$ cat config.mk
export PLATFORM = sky130hd
export DESIGN_NAME = decode_issue_latch
export DESIGN_NICKNAME = d
export VERILOG_FILES = /design/src/rtl/decode_issue_latch_pkg.sv /design/src/rtl/decode_issue_latch_skid_fifo.sv /design/src/rtl/decode_issue_latch.sv
export SDC_FILE = /design/constraint.sdc
export NUM_CORES = 1
export LEC_CHECK = 0
export CORE_UTILIZATION = 30
export DETAILED_ROUTE_END_ITERATION = 10
export GPL_TIMING_DRIVEN = 0
export PLACE_DENSITY_LB_ADDON = 0.3
export SLEW_MARGIN = 15
export SYNTH_ARGS = -nofsm -noshare
export SYNTH_HDL_FRONTEND = slang
export SYNTH_HIERARCHICAL = 1
export SYNTH_SLANG_ARGS = --single-unit
$ cat constraint.sdc
create_clock -name i_clk -period 11.17 [get_ports i_clk]
set_input_delay 2.234 -clock i_clk [delete_from_list [all_inputs] [get_ports i_clk]]
set_output_delay 2.234 -clock i_clk [all_outputs]
set_load 0.02 [all_outputs]
$ cat src/rtl/decode_issue_latch_pkg.sv
// Shared types for the decode/issue latch slice.
//   miop_t        - micro-op opcode
//   miinst_t      - micro-instruction carried from IMEM through decode/issue
//   MIINST_BUBBLE - the canonical bubble (NOP, all other fields zero)
package decode_issue_latch_pkg;

    typedef enum logic [3:0] {
        MIOP_NOP = 4'd0,
        MIOP_L   = 4'd1,
        MIOP_S   = 4'd2,
        MIOP_ALU = 4'd3,
        MIOP_BR  = 4'd4
    } miop_t;

    typedef struct packed {
        miop_t       op;
        logic [4:0]  rd;
        logic [4:0]  rs1;
        logic [4:0]  rs2;
        logic [31:0] imm;
    } miinst_t;

    localparam miinst_t MIINST_BUBBLE = '{
        op:  MIOP_NOP,
        rd:  5'd0,
        rs1: 5'd0,
        rs2: 5'd0,
        imm: 32'd0
    };

endpackage

$ cat src/rtl/decode_issue_latch_skid_fifo.sv
// Small 1R1W FIFO that absorbs IMEM returns which land while decode is held.
// Ports:
//   i_clk, i_rst  - clock, synchronous active-high reset
//   i_flush       - drop all entries (redirect)
//   i_push/i_data - write one entry (ignored when full without a pop)
//   i_pop         - consume the head (ignored when empty)
//   o_data        - head entry, valid when !o_empty
//   o_empty       - no entries
//   o_count       - registered occupancy
module decode_issue_latch_skid_fifo #(
    parameter int DEPTH = 2,
    parameter int W     = 8,
    localparam int CNT_W = $clog2(DEPTH + 1),
    localparam int PTR_W = (DEPTH > 1) ? $clog2(DEPTH) : 1
) (
    input  logic             i_clk,
    input  logic             i_rst,
    input  logic             i_flush,
    input  logic             i_push,
    input  logic [W-1:0]     i_data,
    input  logic             i_pop,
    output logic [W-1:0]     o_data,
    output logic             o_empty,
    output logic [CNT_W-1:0] o_count
);

    logic [W-1:0]     r_mem [DEPTH];
    logic [PTR_W-1:0] r_rd_ptr;
    logic [PTR_W-1:0] r_wr_ptr;
    logic [CNT_W-1:0] r_count;
    logic             w_full;
    logic             w_do_push;
    logic             w_do_pop;

    // Pointers wrap explicitly so non-power-of-two depths also work.
    function automatic logic [PTR_W-1:0] ptr_inc(input logic [PTR_W-1:0] p);
        return (p == PTR_W'(DEPTH - 1)) ? '0 : p + PTR_W'(1);
    endfunction

    assign o_empty   = (r_count == '0);
    assign w_full    = (r_count == CNT_W'(DEPTH));
    assign w_do_pop  = i_pop & ~o_empty;
    assign w_do_push = i_push & (~w_full | w_do_pop);
    assign o_data    = r_mem[r_rd_ptr];
    assign o_count   = r_count;

    always_ff @(posedge i_clk) begin
        if (i_rst || i_flush) begin
            r_rd_ptr <= '0;
            r_wr_ptr <= '0;
            r_count  <= '0;
        end else begin
            if (w_do_push) r_wr_ptr <= ptr_inc(r_wr_ptr);
            if (w_do_pop)  r_rd_ptr <= ptr_inc(r_rd_ptr);
            case ({w_do_push, w_do_pop})
                2'b10:   r_count <= r_count + CNT_W'(1);
                2'b01:   r_count <= r_count - CNT_W'(1);
                default: r_count <= r_count;
            endcase
        end
    end

    always_ff @(posedge i_clk) begin
        if (w_do_push) r_mem[r_wr_ptr] <= i_data;
    end

endmodule

$ cat src/rtl/decode_issue_latch.sv
// Consumer end of the load-use stall protocol: owns the fetch PC and the
// decode latch, holds both while a stall is requested, injects bubbles into
// post-decode stage 0, and parks in-flight IMEM returns in a skid FIFO.
// Ports:
//   i_clk, i_rst                 - clock, synchronous active-high reset
//   i_stall_pc, i_stall_phase    - stall request / echoed extended stall
//   i_redirect, i_redirect_pc    - branch/jump redirect from execute
//   o_imem_addr, o_imem_req      - fetch address and request
//   i_imem_miinst                - IMEM return, IMEM_LATENCY after its request
//   o_dec_miinst/_pc/_valid      - decode-stage instruction
//   o_iss_miinst/_valid          - instruction entering post-decode stage 0
module decode_issue_latch
    import decode_issue_latch_pkg::*;
#(
    parameter int ADDR_W       = 64,
    parameter int INST_BYTES   = 8,
    parameter int IMEM_LATENCY = 1,
    parameter int SKID_DEPTH   = 2   // must be >= IMEM_LATENCY + 1
) (
    input  logic              i_clk,
    input  logic              i_rst,
    input  logic              i_stall_pc,
    input  logic              i_stall_phase,
    input  logic              i_redirect,
    input  logic [ADDR_W-1:0] i_redirect_pc,
    output logic [ADDR_W-1:0] o_imem_addr,
    output logic              o_imem_req,
    input  miinst_t           i_imem_miinst,
    output miinst_t           o_dec_miinst,
    output logic [ADDR_W-1:0] o_dec_pc,
    output logic              o_dec_valid,
    output miinst_t           o_iss_miinst,
    output logic              o_iss_valid
);

    localparam int CNT_W  = $clog2(SKID_DEPTH + 1);
    localparam int CRED_W = $clog2(SKID_DEPTH + IMEM_LATENCY + 1);
    localparam int INST_W = $bits(miinst_t);
    localparam int ENT_W  = ADDR_W + INST_W;

    logic [ADDR_W-1:0]       r_pc;
    logic                    r_fetch_en;
    logic [IMEM_LATENCY-1:0] r_inf_valid;
    logic [IMEM_LATENCY-1:0] r_inf_drop;
    logic [ADDR_W-1:0]       r_inf_pc [IMEM_LATENCY];
    miinst_t                 r_dec_miinst;
    logic [ADDR_W-1:0]       r_dec_pc;
    logic                    r_dec_valid;
    miinst_t                 r_iss_miinst;
    logic                    r_iss_valid;

    logic              w_hold;
    logic              w_req;
    logic              w_ret_valid;
    logic [ADDR_W-1:0] w_fetch_pc;
    logic [CRED_W-1:0] w_inflight_count;
    logic [CRED_W-1:0] w_credit_used;
    logic              w_skid_push;
    logic              w_skid_pop;
    logic              w_skid_empty;
    logic [CNT_W-1:0]  w_skid_count;
    logic [ENT_W-1:0]  w_ret_entry;
    logic [ENT_W-1:0]  w_head_entry;

    assign w_hold = i_stall_pc | i_stall_phase;

    // A redirect fetches its target in the same cycle, so the address is
    // bypassed around the PC register for that one cycle.
    assign w_fetch_pc = i_redirect ? i_redirect_pc : r_pc;

    always_comb begin
        w_inflight_count = '0;
        for (int i = 0; i < IMEM_LATENCY; i++) begin
            if (r_inf_valid[i] && !r_inf_drop[i])
                w_inflight_count = w_inflight_count + CRED_W'(1);
        end
    end

    // Every live request already owns a slot in the skid, so a stall can
    // never overflow it. A redirect flushes skid and in-flight state, which
    // always leaves a credit free.
    assign w_credit_used = CRED_W'(w_skid_count) + w_inflight_count;
    assign w_req = r_fetch_en &
                   (i_redirect | (~w_hold & (w_credit_used < CRED_W'(SKID_DEPTH))));

    assign w_ret_valid = r_inf_valid[IMEM_LATENCY-1] & ~r_inf_drop[IMEM_LATENCY-1]
                         & ~i_redirect;
    assign w_ret_entry = {r_inf_pc[IMEM_LATENCY-1], i_imem_miinst};

    // Head is always consumed before a bypass; a return that cannot go
    // straight into decode queues behind the head.
    assign w_skid_pop  = ~i_redirect & ~w_hold & ~w_skid_empty;
    assign w_skid_push = w_ret_valid & (w_hold | ~w_skid_empty);

    decode_issue_latch_skid_fifo #(
        .DEPTH (SKID_DEPTH),
        .W     (ENT_W)
    ) u_skid (
        .i_clk   (i_clk),
        .i_rst   (i_rst),
        .i_flush (i_redirect),
        .i_push  (w_skid_push),
        .i_data  (w_ret_entry),
        .i_pop   (w_skid_pop),
        .o_data  (w_head_entry),
        .o_empty (w_skid_empty),
        .o_count (w_skid_count)
    );

    always_ff @(posedge i_clk) begin
        if (i_rst) begin
            r_pc       <= '0;
            r_fetch_en <= 1'b0;
        end else begin
            r_fetch_en <= 1'b1;
            r_pc       <= w_fetch_pc + (w_req ? ADDR_W'(INST_BYTES) : '0);
        end
    end

    // In-flight tags: slot 0 is the newest request, slot IMEM_LATENCY-1 is
    // the one whose data is on i_imem_miinst this cycle.
    always_ff @(posedge i_clk) begin
        if (i_rst) begin
            r_inf_valid <= '0;
            r_inf_drop  <= '0;
        end else begin
            for (int i = IMEM_LATENCY - 1; i > 0; i--) begin
                r_inf_valid[i] <= r_inf_valid[i-1];
                r_inf_drop[i]  <= r_inf_drop[i-1] | i_redirect;
            end
            r_inf_valid[0] <= w_req;
            r_inf_drop[0]  <= 1'b0;
        end
    end

    always_ff @(posedge i_clk) begin
        for (int i = IMEM_LATENCY - 1; i > 0; i--)
            r_inf_pc[i] <= r_inf_pc[i-1];
        r_inf_pc[0] <= w_fetch_pc;
    end

    always_ff @(posedge i_clk) begin
        if (i_rst) begin
            r_dec_miinst <= MIINST_BUBBLE;
            r_dec_pc     <= '0;
            r_dec_valid  <= 1'b0;
            r_iss_miinst <= MIINST_BUBBLE;
            r_iss_valid  <= 1'b0;
        end else if (i_redirect) begin
            r_dec_miinst <= MIINST_BUBBLE;
            r_dec_valid  <= 1'b0;
            r_iss_miinst <= MIINST_BUBBLE;
            r_iss_valid  <= 1'b0;
        end else if (w_hold) begin
            r_iss_miinst <= MIINST_BUBBLE;
            r_iss_valid  <= 1'b0;
        end else begin
            // An invalid decode slot always carries the bubble, so iss
            // receives a clean NOP when dec_valid is low.
            r_iss_miinst <= r_dec_miinst;
            r_iss_valid  <= r_dec_valid;
            if (!w_skid_empty) begin
                r_dec_pc     <= w_head_entry[ENT_W-1 -: ADDR_W];
                r_dec_miinst <= miinst_t'(w_head_entry[INST_W-1:0]);
                r_dec_valid  <= 1'b1;
            end else if (w_ret_valid) begin
                r_dec_pc     <= w_ret_entry[ENT_W-1 -: ADDR_W];
                r_dec_miinst <= miinst_t'(w_ret_entry[INST_W-1:0]);
                r_dec_valid  <= 1'b1;
            end else begin
                r_dec_miinst <= MIINST_BUBBLE;
                r_dec_valid  <= 1'b0;
            end
        end
    end

    assign o_imem_addr  = w_fetch_pc;
    assign o_imem_req   = w_req;
    assign o_dec_miinst = r_dec_miinst;
    assign o_dec_pc     = r_dec_pc;
    assign o_dec_valid  = r_dec_valid;
    assign o_iss_miinst = r_iss_miinst;
    assign o_iss_valid  = r_iss_valid;

endmodule

==> results of run 1 <==
-- metrics by stage --
step | utilization | area, sq um
finish | 0.404 | 27800
global route | 0.404 | 27800
CTS | 0.404 | 27800
detailed placement | 0.376 | 25900
global placement | 0.372 | 25600
floorplan | - | 20900
-- sequential cells by signal, indices dropped and copies added, names as in the netlist, named ones only --
signal           cells
u_skid/r_mem       230
u_skid/r_wr_ptr      1
u_skid/r_rd_ptr      1
r_pc                64
o_dec_pc            64
o_iss_miinst        51
u_skid/o_count       2
r_inf_valid          1
o_dec_valid          1
r_fetch_en           1
r_inf_pc            64
o_dec_miinst        51
o_iss_valid          1
-- worst paths after layout --
path / cells after the start / end / start
setup / recovery: 10 / o_imem_req / i_redirect
hold / removal: 0 / u_skid/r_mem[1][102]$_DFFE_PP_ / r_inf_pc[0][51]$_DFF_P_
setup reg to reg: 10 / u_skid/r_mem[1][96]$_DFFE_PP_ / u_skid/o_count[0]$_SDFFE_PP0P_
hold reg to reg: 0 / u_skid/r_mem[1][102]$_DFFE_PP_ / r_inf_pc[0][51]$_DFF_P_
-- final cells by class --
type / instances / share of cell area
clock inverters: 30 / 0.00998
flip-flops and latches: 533 / 0.466
multi-input cells: 999 / 0.265
diodes: 3 / 0.000270
repair buffers: 362 / 0.135
clock buffers: 82 / 0.0607
plain buffers: 110 / 0.0187
inverters: 20 / 0.00270
well taps: 931 / 0.0419
-- logic make-up after synthesis --
| logic type | count (synthesis) | synth area share |
|---|---|---|
| and+or+nand+nor | 464 | 0.112 |
| DFF | 533 | 0.620 |
| xor gates and xnor gates | 38 | 0.0159 |
| muxes | 246 | 0.137 |
| buffers and inverters | 130 | 0.0284 |
| AOI/OAI and AO/OA | 249 | 0.0860 |
| adders and majority gates | 2 | 0.00120 |
-- cell usage after synthesis (2+ instances only) --
library cell and count:
a21oi_1 25, nand4_2 2, a21o_1 4, buf_6 9, nor3_2 2, mux2_2 113
inv_1 17, a222oi_1 2, a21boi_0 3, nand3_1 36, nand2_1 61, a211oi_1 115
mux2_1 3, a31oi_1 7, a32o_1 3, nor3_1 22, dfxtp_1 303, and3_1 63
mux2i_1 80, nand4b_1 9, clkbuf_1 77, a31o_2 2, edfxtp_1 230, a221oi_1 2
buf_2 18, mux2_4 50, o21ai_0 14, nor2b_1 6, or2_2 2, buf_1 4
or3_1 3, and2_1 7, nand3b_1 18, xnor2_1 28, xor2_1 10, ha_1 2
a22oi_1 62, nor4_2 2, nor4_1 10, o21a_1 3, nand4_1 27, nand2b_1 5
nor2_1 181, inv_2 2
-- worst max-delay path, delay by kind of cell --
kind | cells | cell delay (ns)
buf+inv | 9 | 3.71
compound gates | 1 | 0.36
-- routing by layer --
layer / track usage / up-vias / part of all wire
li1: - / 7029 / -
met1: 0.228 / 7309 / 0.42
met2: 0.315 / 528 / 0.49
met3: 0.0507 / 112 / 0.073
met4: 0.0449 / 26 / 0.018
met5: 0 / - / 0.0026
-- power by group --
part	total (mW)	internal (mW)	switching [mW]
clock network	1.96	1.15	0.809
logic	0.362	0.156	0.205
registers	2.12	2.09	0.0328
total	4.44	3.40	1.05
-- cell usage in the layout, fill, tap and decap left out, types with 17 or more instances in the layout --
cell             count
nand3_1             36
clkbuf_16           63
dfxtp_1            303
a21oi_1             25
clkbuf_1            90
edfxtp_1           230
buf_2               18
a211oi_1           115
mux2_4              50
xnor2_1             28
a22oi_1             62
nor3_1              22
mux2_2             113
inv_1               17
nand2_1             61
clkdlybuf4s50_1    352
nand3b_1            18
and3_1              63
mux2i_1             80
nand4_1             27
nor2_1             179
==> flow_summary.json, run 1 <==
{
  "cts_setup_buffers": 0,
  "postCtsResizedCells": 0,
  "ys_ff_latch": 533,
  "globalplace.congestion": 0.901,
  "regArea_sq_um": 13000,
  "cts_tree": "built",
  "avgViaCountPerCell": 4.89,
  "ant_nets": 0,
  "synth.top_cell.area_share": 0.330,
  "clkLatencyLatePin_ns": 0.61,
  "hp-class": "reg2reg",
  "via_count": 15000,
  "rsz0062_at_grt": "no",
  "wl_per_cell_um": 21.6,
  "die_area_sq_um": 70800,
  "worst_slew_pin_slew_ns": 1.11,
  "worst_hold_slack_ns": 0.451,
  "routed_wl_um": 66400,
  "die_h_um": 266,
  "start_util": 0.304,
  "synth-main-ff-cell": "dfxtp_1",
  "grt_use_total": 0.184,
  "die_x_um": 266,
  "grt_pass1_wl_um": 97500,
  "synth-seq-area-share": 0.620,
  "hpwl_um": 49400,
  "cellLeakagePower_nw": 10.1,
  "ctsLongestPathBuffers": 3,
  "fillers": 6477,
  "cts_root_buffer": "clkbuf_16",
  "path_class": "in2out",
  "status": "complete, no violations",
  "cts_max_level": 2,
  "gr-total-overflow": 0,
  "p_total_mw": 4.44,
  "ys_top_cells_by_area": "edfxtp_1, dfxtp_1, mux2_2",
  "powerDensity_nw_per_um2": 160,
  "ys_warn_count": 6,
  "final.setup.worst_slack_ns": 2.61,
  "drive_above_1_share": 0.147,
  "synth_top_area_cell": "edfxtp_1",
  "cap_violations": 0,
  "slew_violations": 0,
  "drc_errors": 0,
  "path_cells": "clkdlybuf4s50_1 > buf_6 > buf_6 > buf_2 > buf_2 > buf_2 > clkbuf_1 > o21ai_0 > inv_1 > clkdlybuf4s50_1",
  "crit_top_cell": "buf_2",
  "timing.reg2reg.setup_slack_ns": 7.02,
  "postCtsHoldBufs": 0,
  "antenna_found_initial": 16,
  "setup_tns_ns": 0,
  "io_buffers": 352,
  "worst_setup_path_end_kind": "primary output",
  "synth_enable_flop_cells": 230,
  "cts_buffers": 60,
  "slowest_stage": "clkbuf_1",
  "worstPathArrival_ns": 6.32,
  "multi_input_area_sq_um": 7370,
  "netlist_area_sq_um": 20900,
  "finalHoldViolCount": 0,
  "grt_pass1_vias": 15100,
  "cp_max_fo": 10,
  "dr.pass1.iters": 5,
  "ys_types": 62,
  "cp.required_ns": 8.94,
  "grt_max_degree": 26,
  "fmax_mhz": 117,
  "skew_ns": 0.0170,
  "dpl.cell_count": 2955,
  "first_iter_violations": 1105,
  "rows": 96,
  "fin_cells": 3070,
  "io_pins": 353,
  "slew-limit-headroom": 0.259,
  "critPathLaunchType": "primary input",
  "irDropWorstVdd_mv": 0.108,
  "clk_pin_slew_ns": 0.06,
  "post-route-min-period_ns": 8.56,
  "synth_area_per_cell_sq_um": 12.6,
  "min_period_over_period": 0.766,
  "max_stage_delay_ns": 0.68,
  "syn-num-nets": 1784,
  "netlist_instances": 1662,
  "ys_async_sr_fraction": 0,
  "dp_slack_ns": 2.62,
  "core-area_sq_um": 68800,
  "num-nets-final": 2208,
  "area_growth_pct": 33.0,
  "setup_viol_count_final": 0,
  "cts.sinks": 533
}
(Power assumes the default switching activity.)
==> run 2, diff against run 1 <==
- clock period: 11.17 -> 8.6 ns (I/O delays scaled with it)
==> results of run 2 <==
Same layout as run 1 (identical final DEF). Status: complete, no violations.
Main changes from that run: setup slack after placement 2.62 ns -> 1.07 ns; setup slack after layout 2.61 ns -> 1.07 ns; register-to-register setup slack 7.02 ns -> 4.45 ns; total power 4.44 mW -> 5.77 mW; worst IR drop on VDD 0.108 mV -> 0.140 mV
==> run 3, diff against run 2 <==
==> constraint.sdc (replaced) <==
create_clock -name i_clk -period 7.2 [get_ports i_clk]
set_input_delay 0.72 -clock i_clk [delete_from_list [all_inputs] [get_ports i_clk]]
set_output_delay 0.72 -clock i_clk [all_outputs]
set_load 0.02 [all_outputs]
==> results of run 3 <==
Same layout as run 1 (identical final DEF). Status: complete, no violations.
Main changes from that run: setup slack after placement 2.62 ns -> 0.940 ns; setup slack after layout 2.61 ns -> 1.50 ns; end point of the critical path o_imem_req -> r_pc[61]$_SDFF_PP0_; register-to-register setup slack 7.02 ns -> 3.05 ns; total power 4.44 mW -> 6.89 mW; worst IR drop on VDD 0.108 mV -> 0.167 mV
